<file path="config.mk">
export PLATFORM = sky130hd
export DESIGN_NAME = grey_step_sequencer
export DESIGN_NICKNAME = d
export VERILOG_FILES = /design/src/rtl/grey_step_sequencer_pkg.sv /design/src/rtl/grey_step_sequencer_cnt.sv /design/src/rtl/grey_step_sequencer.sv
export SDC_FILE = /design/constraint.sdc
export NUM_CORES = 1
export LEC_CHECK = 0
export CAP_MARGIN = 40
export CELL_PAD_IN_SITES_DETAIL_PLACEMENT = 0
export CELL_PAD_IN_SITES_GLOBAL_PLACEMENT = 1
export CORE_ASPECT_RATIO = 1.4
export CORE_MARGIN = 3
export CORE_UTILIZATION = 40
export DETAILED_ROUTE_END_ITERATION = 12
export PLACE_DENSITY_LB_ADDON = 0.1
export SLEW_MARGIN = 20
export SYNTH_ARGS = -nofsm -noshare
export SYNTH_HDL_FRONTEND = slang
export SYNTH_SLANG_ARGS = --single-unit
</file>
<file path="constraint.sdc">
create_clock -name clk -period 3.42 [get_ports clk]
set_input_delay 0.855 -clock clk [delete_from_list [all_inputs] [get_ports clk]]
set_output_delay 0.855 -clock clk [all_outputs]
set_load 0.01 [all_outputs]
</file>
<file path="src/rtl/grey_step_sequencer_pkg.sv">
// Shared definitions for the Gray step sequencer: FSM encoding and code helpers.
package grey_step_sequencer_pkg;

    localparam int WIDTH_DEFAULT = 4;

    typedef enum logic [1:0] {
        ST_IDLE  = 2'd0,
        ST_RUN   = 2'd1,
        ST_PAUSE = 2'd2
    } seq_state_t;

    // Binary to Gray on a 32-bit container; callers truncate to their width,
    // which is exact because the upper bits of a zero-extended input stay 0.
    function automatic logic [31:0] bin2gray(input logic [31:0] b);
        return b ^ (b >> 1);
    endfunction

    // Number of set bits, used to check that a step flipped exactly one bit.
    function automatic int unsigned popcount(input logic [31:0] v);
        int unsigned n;
        n = 0;
        for (int i = 0; i < 32; i++) begin
            n += int'(v[i]);
        end
        return n;
    endfunction

endpackage

</file>
<file path="src/rtl/grey_step_sequencer_cnt.sv">
// Binary counter with enable and synchronous clear, exposing a registered Gray code.
module gray_cnt_en
    import grey_step_sequencer_pkg::*;
#(
    parameter int WIDTH = WIDTH_DEFAULT
) (
    input  logic             clk,
    input  logic             rst,
    input  logic             clr,
    input  logic             en,
    output logic [WIDTH-1:0] q
);

    logic [WIDTH-1:0] b_reg;
    logic [WIDTH-1:0] b_next;
    logic [WIDTH-1:0] q_reg;
    logic [WIDTH-1:0] q_next;

    // Next binary value: clear wins over enable, natural wrap at the top.
    always_comb begin
        b_next = b_reg;
        if (clr) begin
            b_next = '0;
        end else if (en) begin
            b_next = b_reg + WIDTH'(1);
        end
        q_next = WIDTH'(bin2gray(32'(b_next)));
    end

    // Binary state and Gray output register, updated together so q never lags b.
    always_ff @(posedge clk) begin
        if (rst) begin
            b_reg <= '0;
            q_reg <= '0;
        end else begin
            b_reg <= b_next;
            q_reg <= q_next;
        end
    end

    assign q = q_reg;

endmodule

</file>
<file path="src/rtl/grey_step_sequencer.sv">
// Run controller for the Gray counter: counted runs with hold, abort, clear,
// busy/done status and a sticky single-bit-step checker on q.
module grey_step_sequencer
    import grey_step_sequencer_pkg::*;
#(
    parameter int WIDTH = WIDTH_DEFAULT
) (
    input  logic             clk,
    input  logic             rst,
    input  logic             start,
    input  logic [WIDTH-1:0] n_steps,
    input  logic             hold,
    input  logic             abort,
    input  logic             clr,
    output logic [WIDTH-1:0] q,
    output logic             busy,
    output logic             done,
    output logic             adj_err
);

    seq_state_t       state_reg;
    seq_state_t       state_next;
    logic [WIDTH-1:0] rem_reg;
    logic [WIDTH-1:0] rem_next;
    logic             done_reg;
    logic             done_next;
    logic             busy_reg;
    logic             cnt_en;
    logic             cnt_clr;

    logic [WIDTH-1:0] q_last_reg;
    logic             skip_reg;
    logic             adj_err_reg;
    logic [WIDTH-1:0] q_diff;

    gray_cnt_en #(
        .WIDTH (WIDTH)
    ) u_cnt (
        .clk (clk),
        .rst (rst),
        .clr (cnt_clr),
        .en  (cnt_en),
        .q   (q)
    );

    // Next-state, step enable and done decode; abort outranks hold and the last step.
    always_comb begin
        state_next = state_reg;
        rem_next   = rem_reg;
        done_next  = 1'b0;
        cnt_en     = 1'b0;
        cnt_clr    = 1'b0;
        case (state_reg)
            ST_IDLE: begin
                // clear is applied on the same edge a run is accepted, so the run starts at 0
                if (clr) begin
                    cnt_clr = 1'b1;
                end
                if (start) begin
                    if (n_steps != '0) begin
                        state_next = ST_RUN;
                        rem_next   = n_steps;
                    end else begin
                        done_next = 1'b1;
                    end
                end
            end
            ST_RUN: begin
                if (abort) begin
                    state_next = ST_IDLE;
                    rem_next   = '0;
                end else if (hold) begin
                    state_next = ST_PAUSE;
                end else begin
                    cnt_en   = 1'b1;
                    rem_next = rem_reg - WIDTH'(1);
                    if (rem_reg == WIDTH'(1)) begin
                        state_next = ST_IDLE;
                        done_next  = 1'b1;
                    end
                end
            end
            ST_PAUSE: begin
                if (abort) begin
                    state_next = ST_IDLE;
                    rem_next   = '0;
                end else if (!hold) begin
                    // resume edge does not step; counting picks up on the following edge
                    state_next = ST_RUN;
                end
            end
            default: begin
                state_next = ST_IDLE;
                rem_next   = '0;
            end
        endcase
    end

    // FSM, remaining-step counter and status registers.
    always_ff @(posedge clk) begin
        if (rst) begin
            state_reg <= ST_IDLE;
            rem_reg   <= '0;
            done_reg  <= 1'b0;
            busy_reg  <= 1'b0;
        end else begin
            state_reg <= state_next;
            rem_reg   <= rem_next;
            done_reg  <= done_next;
            busy_reg  <= (state_next != ST_IDLE);
        end
    end

    // Per-bit difference between the current and previous q.
    for (genvar gi = 0; gi < WIDTH; gi++) begin : g_diff
        assign q_diff[gi] = q[gi] ^ q_last_reg[gi];
    end

    // Adjacency checker: looks at each q change one cycle after it lands;
    // the jump caused by a clear is skipped because it is not a step.
    always_ff @(posedge clk) begin
        if (rst) begin
            q_last_reg  <= '0;
            skip_reg    <= 1'b1;
            adj_err_reg <= 1'b0;
        end else begin
            q_last_reg <= q;
            skip_reg   <= cnt_clr;
            if (!skip_reg && (q_diff != '0) && (popcount(32'(q_diff)) != 1)) begin
                adj_err_reg <= 1'b1;
            end
        end
    end

    assign busy    = busy_reg;
    assign done    = done_reg;
    assign adj_err = adj_err_reg;

endmodule

</file>
==> run_results.csv <==
group,metric,value,unit
status,outcome,"completed",
timing,min_period,2400,ps
setup_path,critical_path_required,3680,ps
setup_path,r2r_setup_slack,1270,ps
finish,multi_input_area,644,µm²
synthesis,netlist_area,0.00114,mm²
clock_network,clock_sinks,21,
finish,n_fill_cell,270,
floorplan,coreArea,0.00267,mm²
place,portBuffers,16,
global_routing,antenna_found_initial,0,
clock_network,cts_buffers,3,
floorplan,rows,22,
global_routing,grt_pass1_wl,3.80,mm
clock_network,cts.reportedPaths.clkPinSlew,120,ps
detailed_routing,drt_wl_total,2.22,mm
timing,slew_violations,0,
finish,layout_common_cells,"dfxtp_1, clkdlybuf4s50_1, nor2_1",
floorplan,pin_count,17,
synthesis,synth_xor_area_share,9.25,%
setup_path,r2r_end,"adj_err$_SDFFE_PP0P_",
global_routing,track_usage,13.7,%
detailed_routing,drc,0,
hold_path,min_from,"adj_err$_SDFFE_PP0P_",
detailed_routing,wl_per_cell,13.1,µm
detailed_routing,drt_iter0_markers,8,
hold_path,whs_path_depth,1,
timing,worst_pin_slew,609,ps
synthesis,syn_inst,119,
finish,drive_above_1_share,8.27,%
finish,utilization,49.8,%
timing,fmax,417,MHz
finish,diodes,0,
detailed_routing,routed_via_density,5.28,
global_routing,grt_pass1_vias,910,
detailed_routing,final_antenna_net_count,0,
synthesis,synth_cell_type_count,44,
synthesis,synth-simple-area-share,21.9,%
clock_network,post-cts-setup-buffers,0,
setup_path,critical_path.startpoint,"abort",
clock_network,cts_tree,"done",
synthesis,ys_ff_latch,21,
detailed_routing,firstDrtPassIters,4,
hold_path,whs_endpoint,"adj_err$_SDFFE_PP0P_",
clock_network,cts_max_path_buffers,2,
finish,syn_to_final_growth,17.1,%
timing,slew_headroom,59.2,%
global_routing,overflow,0,
place,gp_congestion,0.781,
hold_path,worstHoldPathType,"flip-flop to flip-flop",
setup_path,critPathSlowestCell,"nor4b_4",
power_and_ir_drop,ir_drop,0.000172,V
floorplan,die_area,0.00352,mm²
synthesis,synthFlopType,"dfxtp_1",
finish,regArea,420,µm²
clock_network,htree_levels,1,
setup_path,worstSetupStartpointType,"input pin",
synthesis,synth_fa_ha_area_share,8.37,%
synthesis,async_reset_ff_share,0,%
floorplan,die_y,69.1,µm
global_routing,grt_max_degree,15,
detailed_routing,num_vias,893,
setup_path,arrival,2650,ps
setup_path,cp-end-kind,"flip-flop",
finish,layout_commonest_cell,"dfxtp_1",
setup_path,worst-r2r-cell-count,7,
timing,finalCritPeriodShare,70.1,%
synthesis,syn_nets,136,
setup_path,r2r_start,"u_cnt.q[3]$_SDFF_PP0_",
synthesis,ys_seq_area_share,37.0,%
timing,skew,11.2,ps
timing,setup_total_negative_slack,0,ps
clock_network,cts-root-buf,"clkbuf_4",
synthesis,synth_top_family_by_area,"simple AND/OR/NAND/NOR gates",
power_and_ir_drop,p_per_area,339,mW/mm²
place,hpwlAfterDp,1.70,mm
finish,nets,151,
timing,setup_viol,0,
clock_network,clk_latency,300,ps
synthesis,yosys_warnings,0,
clock_network,hold_buffers,0,
timing,rsz0062_at_grt,"false",
synthesis,synth_mux_area_share,2.75,%
setup_path,path_class,"input pin to flip-flop",
flow_run,cap_violations,0,
synthesis,syn_area_per_cell,9.55,µm²
power_and_ir_drop,p_leak,0.494,nW
synthesis,synth_compound_area_share,14.4,%
synthesis,synth_edf_count,0,
floorplan,dieWidth,51.0,µm
setup_path,crit_path_max_incr_delay,630,ps
setup_path,cp_cell_sequence,"clkdlybuf4s50_1, nor4b_4, nand3b_2, a311oi_1, a41o_1",
floorplan,initial_core_util,42.5,%
clock_network,ctsResizeCount,0,
setup_path,crit_fanout,9,
timing,final-hold-violation-count,0,
## report_power, final
part | switching (mW) | internal [mW] | total (mW)
logic | 0.0337 | 0.0368 | 0.0705
clock network | 0.0723 | 0.0454 | 0.118
registers | 0.00971 | 0.253 | 0.263
total | 0.116 | 0.335 | 0.451
## synth_stat cells, types with 2 or more instances
cell type | instances | area share (%)
a21oi_1 | 3 | 1.3
buf_2 | 3 | 1.3
dfxtp_1 | 21 | 37
ha_1 | 6 | 6.6
inv_1 | 9 | 3.0
mux2i_1 | 2 | 1.8
nand2_1 | 4 | 1.3
nand2b_1 | 3 | 1.7
nand3_1 | 3 | 1.3
nand4_1 | 2 | 1.1
nor2_1 | 11 | 3.6
nor2b_1 | 3 | 1.7
nor3_1 | 2 | 0.88
nor3b_1 | 3 | 2.0
nor4b_1 | 2 | 1.5
o22ai_1 | 3 | 1.7
o31ai_1 | 2 | 1.3
xnor2_1 | 9 | 6.9
xor2_1 | 3 | 2.3
## layer usage
metal | GRT usage, % | vias up | part of all wire, %
li1 | - | 449 | -
met1 | 15.7 | 424 | 43
met2 | 23.8 | 16 | 52
met3 | 1.94 | 4 | 3.3
met4 | 6.89 | 0 | 1.6
met5 | 0 | - | 0
## cell type report
class                   instances  share of cell area (%)
well taps                      36                    3.39
inverters                       9                    2.54
repair buffers                 16                    12.0
flip-flops and latches         21                    31.6
multi-input cells              83                    48.4
clock buffers                   4                    1.98
## worst max-delay path: cells and delay by family
family                 cells  cell delay (ps)
AO/OA/AOI/OAI              2              420
buffers and inverters      1              560
AND/OR/NAND/NOR            2              810
## worst max path at each step
stage	to	slack [ps]	cells after the start
after global routing	u_cnt.q[2]$_SDFF_PP0_	900	5
after floorplan	u_cnt.q[2]$_SDFF_PP0_	1370	5
final	u_cnt.q[2]$_SDFF_PP0_	1020	5
after detailed placement	u_cnt.q[2]$_SDFF_PP0_	720	5
after global placement	u_cnt.q[2]$_SDFF_PP0_	770	5
after CTS	u_cnt.q[2]$_SDFF_PP0_	1040	5
## kinds of logic (layout without fill, tap and decap cells)
kind of cell | after synthesis | in the layout
compound gates | 21 | 21
buf+inv | 15 | 29
xor+xnor | 12 | 12
fa+ha+maj | 7 | 7
simple gates | 40 | 40
mux | 3 | 3
flops | 21 | 21
## stage by stage
step	power [mW]	hold slack [ps]	instances	instance area (µm²)	worst slack, ps
6_report	0.451	496	169	1330	1020
3_3_place_gp	0.339	467	165	1300	772
4_1_cts	0.456	499	169	1330	1040
5_1_grt	0.472	519	169	1330	905
2_1_floorplan	0.314	486	119	1140	1370
3_5_place_dp	0.339	474	165	1300	720
Note: power is estimated with default switching activity, not from simulation.
==> RTL edit 1, RTL diff (same flow settings) <==
The package constant `WIDTH_DEFAULT` goes from 4 to 5.
--- a/src/rtl/grey_step_sequencer_pkg.sv
+++ b/src/rtl/grey_step_sequencer_pkg.sv
@@ -2,5 +2,5 @@
 package grey_step_sequencer_pkg;
 
-    localparam int WIDTH_DEFAULT = 4;
+    localparam int WIDTH_DEFAULT = 5;
 
     typedef enum logic [1:0] {
Interface: changed (resized n_steps and q); port bits go from 17 to 19. No check against the original RTL was run, so the function may have changed too.
==> RTL edit 1 against the original RTL <==
- global-route usage is 0.085 points lower
- largest cell class unchanged
- combinational power rose by 18%
- cell count grew 18%
- setup slack worse by 290 ps
- design area is 20% higher
- total power rose by 26%
- synthesized area is 20% higher
- wire length rose by 17%
- sequential cell count grew 4
==> RTL edit 1: results (changes against the original RTL) <==
STA
  – Slew HR: 54.97% (-4.3 points)
  – Final Worst Setup Slack: 731.8 ps (-289.9 ps)
  – Clock Skews: 1.856 ps (-9.321 ps)

GRT
  – GRT Util Overall: 13.60% (-0.085 points)
  – Largest net degree at the start of global routing: 20 (+5)

Route
  – Initial DRC count: 28 (+20)
  – DRT Wirelength: 2592 um (+17%)
  – Routed vias/inst: 5.240 (-0.83%)
  – DR pass1 iterations: 4 (unchanged)

Worst hold path
  – Worst hold stages: 2 (+1)

Place
  – Pre-CTS setup slack: 451.0 ps (-268.6 ps)
  – Post-DP HPWL: 1956 um (+15%)
  – Final estimated routing congestion in global placement: 0.8079 (+3.4%)

Run status
  – Status: finished clean

Setup path
  – Worst R2R Start: u_cnt.q[0]$_SDFF_PP0_
  – WP data arrival: 2890 ps (+240 ps)
  – Slowest stage cell, crit path: or4b_1
  – CP max FO: 10 (+1)
  – Worst R2R Path Depth: 11 (+4)
  – Worst reg2reg setup slack: 1050 ps (-220 ps)

Power and ir drop
  – VDD IR max: 0.0002241 V (+30%)
  – Total leakage power: 0.5987 nW (+21%)

Synthesis
  – Post-synth cell types: 42 (-4.5%)
  – Sequential share of the synthesized area: 36.80% (-0.21 points)
  – Synth area leaders: dfxtp_1 (37%), xnor2_1 (5.2%), ha_1 (4.6%)
  – Synth top cells by count: dfxtp_1 (25), inv_1 (11), nor2_1 (9)
  – Syn nets: 164 (+21%)

Clock tree
  – Clock Pin Slew Worst Setup and Hold Paths: 90 ps (-30 ps)
  – Clk root buf: clkbuf_8

Final layout
  – Ratio of cells with drive above 1 in the final layout: 8.075% (-0.20 points)
  – Nets: 180 (+19%)
## RTL edit 1: area by class of cell
type | count | area (um^2) | share of cell area, %
flip-flops and latches | 25 | 500.5 | 31.30
clock inverters | 1 | 7.507 | 0.4695
well taps | 39 | 48.80 | 3.052
clock buffers | 3 | 41.29 | 2.582
inverters | 11 | 41.29 | 2.582
multi-input cells | 101 | 764.5 | 47.81
repair buffers | 20 | 195.2 | 12.21
## RTL edit 1: report_power, final
group	internal (W)	total (W)	leakage, nW	switching (W)
registers	0.000301	0.000313	0.203	0.0000116
clock network	0.0000823	0.000173	0.0217	0.0000911
logic	0.0000433	0.0000831	0.374	0.0000399
## RTL edit 1: routing by layer
metal / part of all wire (%) / vias up / GRT usage (%)
met5: 0 / - / 0
met4: 0.89 / 0 / 4.865
li1: - / 535 / -
met1: 47 / 489 / 17.57
met2: 48 / 22 / 22.76
met3: 4.0 / 2 / 2.744
## RTL edit 1: worst max-delay path, delay by kind of cell
| family | cells | cell delay, ps |
|---|---|---|
| compound gates | 2 | 460 |
| buf+inv | 1 | 570 |
| simple gates | 2 | 1000 |
## RTL edit 1: kinds of logic (layout without fill, tap and decap cells)
family                     Yosys count  after routing  share of synthesized area, %
buffers and inverters               20             35                         6.992
DFF                                 25             25                         36.80
xor gates and xnor gates            12             12                         7.728
muxes                                6              6                         4.416
adders and majority gates            7              7                         7.544
and+or+nand+nor                     47             47                         20.61
AOI/OAI and AO/OA                   29             29                         15.92
## RTL edit 1: through the flow
step	utilization [%]	std cells	cell area [um^2]	hold WS, ps
after floorplan	-	146	1360	463.3
after global placement	48.70	196	1550	455.5
after detailed placement	48.70	196	1550	467.2
after CTS	50.24	200	1599	488.8
after global routing	50.24	200	1599	504.4
final	50.24	200	1599	481.9
==> RTL edit 2, RTL diff (same settings) <==
Made on the original files. Register the output `done` once more, with the module's reset; this adds one clock of latency there. The other outputs are not delayed to match.
--- a/src/rtl/grey_step_sequencer.sv
+++ b/src/rtl/grey_step_sequencer.sv
@@ -134,5 +134,11 @@
 
     assign busy    = busy_reg;
-    assign done    = done_reg;
+    always_ff @(posedge clk) begin
+        if (rst) begin
+            done <= '0;
+        end else begin
+            done <= done_reg;
+        end
+    end
     assign adj_err = adj_err_reg;
 
Formal check against the unedited RTL: not equivalent (a bounded check fails within 4 cycles, from zero or initial values and one cycle with rst high).
==> RTL edit 2 against the original RTL <==
- total power grew 8.0%
- design area grew 2.8%
- via count grew 3.6%
- critical path depth is the same
- synthesized area grew 2.4%
- largest cell class unchanged
- sequential cell count grew 1
- wire length grew 5.5%
- first-iteration DRC count grew 25%
- setup slack lost 100 ps
- critical path type unchanged
==> RTL edit 2: results (changes against the original RTL) <==
Setup path
  – Worst reg2reg setup slack: 1220 ps (-50 ps)
  – Slowest stage cell, crit path: clkdlybuf4s50_1
  – Top delay family on crit path: simple AND/OR/NAND/NOR gates
  – CP max FO: 11 (+2)
  – Worst R2R End: adj_err$_SDFFE_PP0P_

Final layout
  – Nets: 157 (+4.0%)
  – Filler Cells Inserted: 277 (+2.6%)
  – Ratio of cells with drive above 1 in the final layout: 6.475% (-1.8 points)

Route
  – Avg WL per Cell: 13.37 um (+1.9%)
  – DR vias: 925 (+3.6%)
  – DR pass1 iterations: 6 (+2)
  – Initial DRC count: 10 (+2)

GRT
  – Largest net degree at the start of global routing: 16 (+1)
  – First-pass GRT wire length: 3795 um (-0.16%)
  – Vias in the first global route: 888 (-2.4%)
  – GRT Util Overall: 13.67% (-0.016 points)

Worst hold path
  – Hold path start: done_reg$_SDFF_PP0_
  – Hold EP: done$_SDFF_PP0_

STA
  – Worst Tran Pin Value: 569.0 ps (-39.68 ps)
  – Clock Skews: 4.242 ps (-6.935 ps)

Place
  – Final estimated routing congestion in global placement: 0.8237 (+5.4%)
  – Post-DP HPWL: 1790 um (+5.0%)

Power and ir drop
  – Total leakage power: 0.5277 nW (+6.8%)

Synthesis
  – Syn nets: 142 (+4.4%)
  – Synth top cells by count: dfxtp_1 (22), nor2_1 (13), inv_1 (9)
  – Sequential share of the synthesized area: 37.85% (+0.85 points)
  – Synth area leaders: dfxtp_1 (38%), ha_1 (6.5%), xnor2_1 (5.3%)
  – Asr flop ratio synth: 0% (unchanged)

Run status
  – Status: finished clean
==> RTL edit 2: layout make-up <==
| cell class | count | area [um^2] | share of cell area [%] |
|---|---|---|---|
| tap | 36 | 45.04 | 3.294 |
| multi-input combinational | 88 | 651.9 | 47.67 |
| clock buffer | 4 | 36.28 | 2.653 |
| timing repair buffer | 16 | 160.2 | 11.71 |
| sequential | 22 | 440.4 | 32.20 |
| inverter | 9 | 33.78 | 2.470 |
==> RTL edit 2: per-stage QoR <==
step                area (um^2)  hold WS, ps  util [%]  cells  total power (W)
floorplan                  1164        413.8         -    125        0.0003274
global placement           1331        426.9     49.35    171        0.0003543
detailed placement         1331        429.1     49.35    171        0.0003544
CTS                        1368        456.3     50.70    175        0.0004962
global route               1368        474.9     50.70    175        0.0005119
finish                     1368        454.4     50.70    175        0.0004872
==> RTL edit 2: worst max path at each step <==
stage                            end                   from  cells past startpoint  slack (ps)
2_1_floorplan   adj_err$_SDFFE_PP0P_  u_cnt.q[0]$_SDFF_PP0_                      8        1390
3_3_place_gp   u_cnt.q[2]$_SDFF_PP0_                  abort                      5         700
3_5_place_dp   u_cnt.q[2]$_SDFF_PP0_                  abort                      5         610
4_1_cts        u_cnt.q[2]$_SDFF_PP0_                  abort                      5         930
5_1_grt        u_cnt.q[2]$_SDFF_PP0_                  abort                      5         750
6_report       u_cnt.q[2]$_SDFF_PP0_                  abort                      5         920
==> RTL edit 2: where the power goes <==
group | leakage (nW) | switching (W) | internal, W
Clock | 0.0210 | 0.0000736 | 0.0000649
Combinational | 0.328 | 0.0000368 | 0.0000371
Sequential | 0.179 | 0.00000946 | 0.000265
==> RTL edit 2: worst reg2reg max path, cell delays in order (launching register included) <==
cell      delay [ps]
dfxtp_1          420
xor2_1           270
fa_1             460
ha_1             200
ha_1             280
nor2_1            50
a221oi_1         310
o21ba_2          160
==> RTL edit 2: logic make-up (layout without fill, tap and decap cells) <==
kind of cell	after synthesis	in the layout	synth area share, %
AOI/OAI and AO/OA	23	23	15.38
xor gates and xnor gates	10	10	7.527
adders and majority gates	7	7	8.172
buffers and inverters	15	29	6.128
DFF	22	22	37.85
muxes	3	3	2.688
and+or+nand+nor	45	45	22.26
==> RTL edit 2: metal layers <==
metal | GRT usage [%] | share of wire, % | vias up
li1 | - | - | 464
met1 | 15.03 | 42 | 447
met2 | 24.36 | 55 | 12
met3 | 1.935 | 2.3 | 2
met4 | 6.997 | 0.77 | 0
met5 | 0 | 0 | -
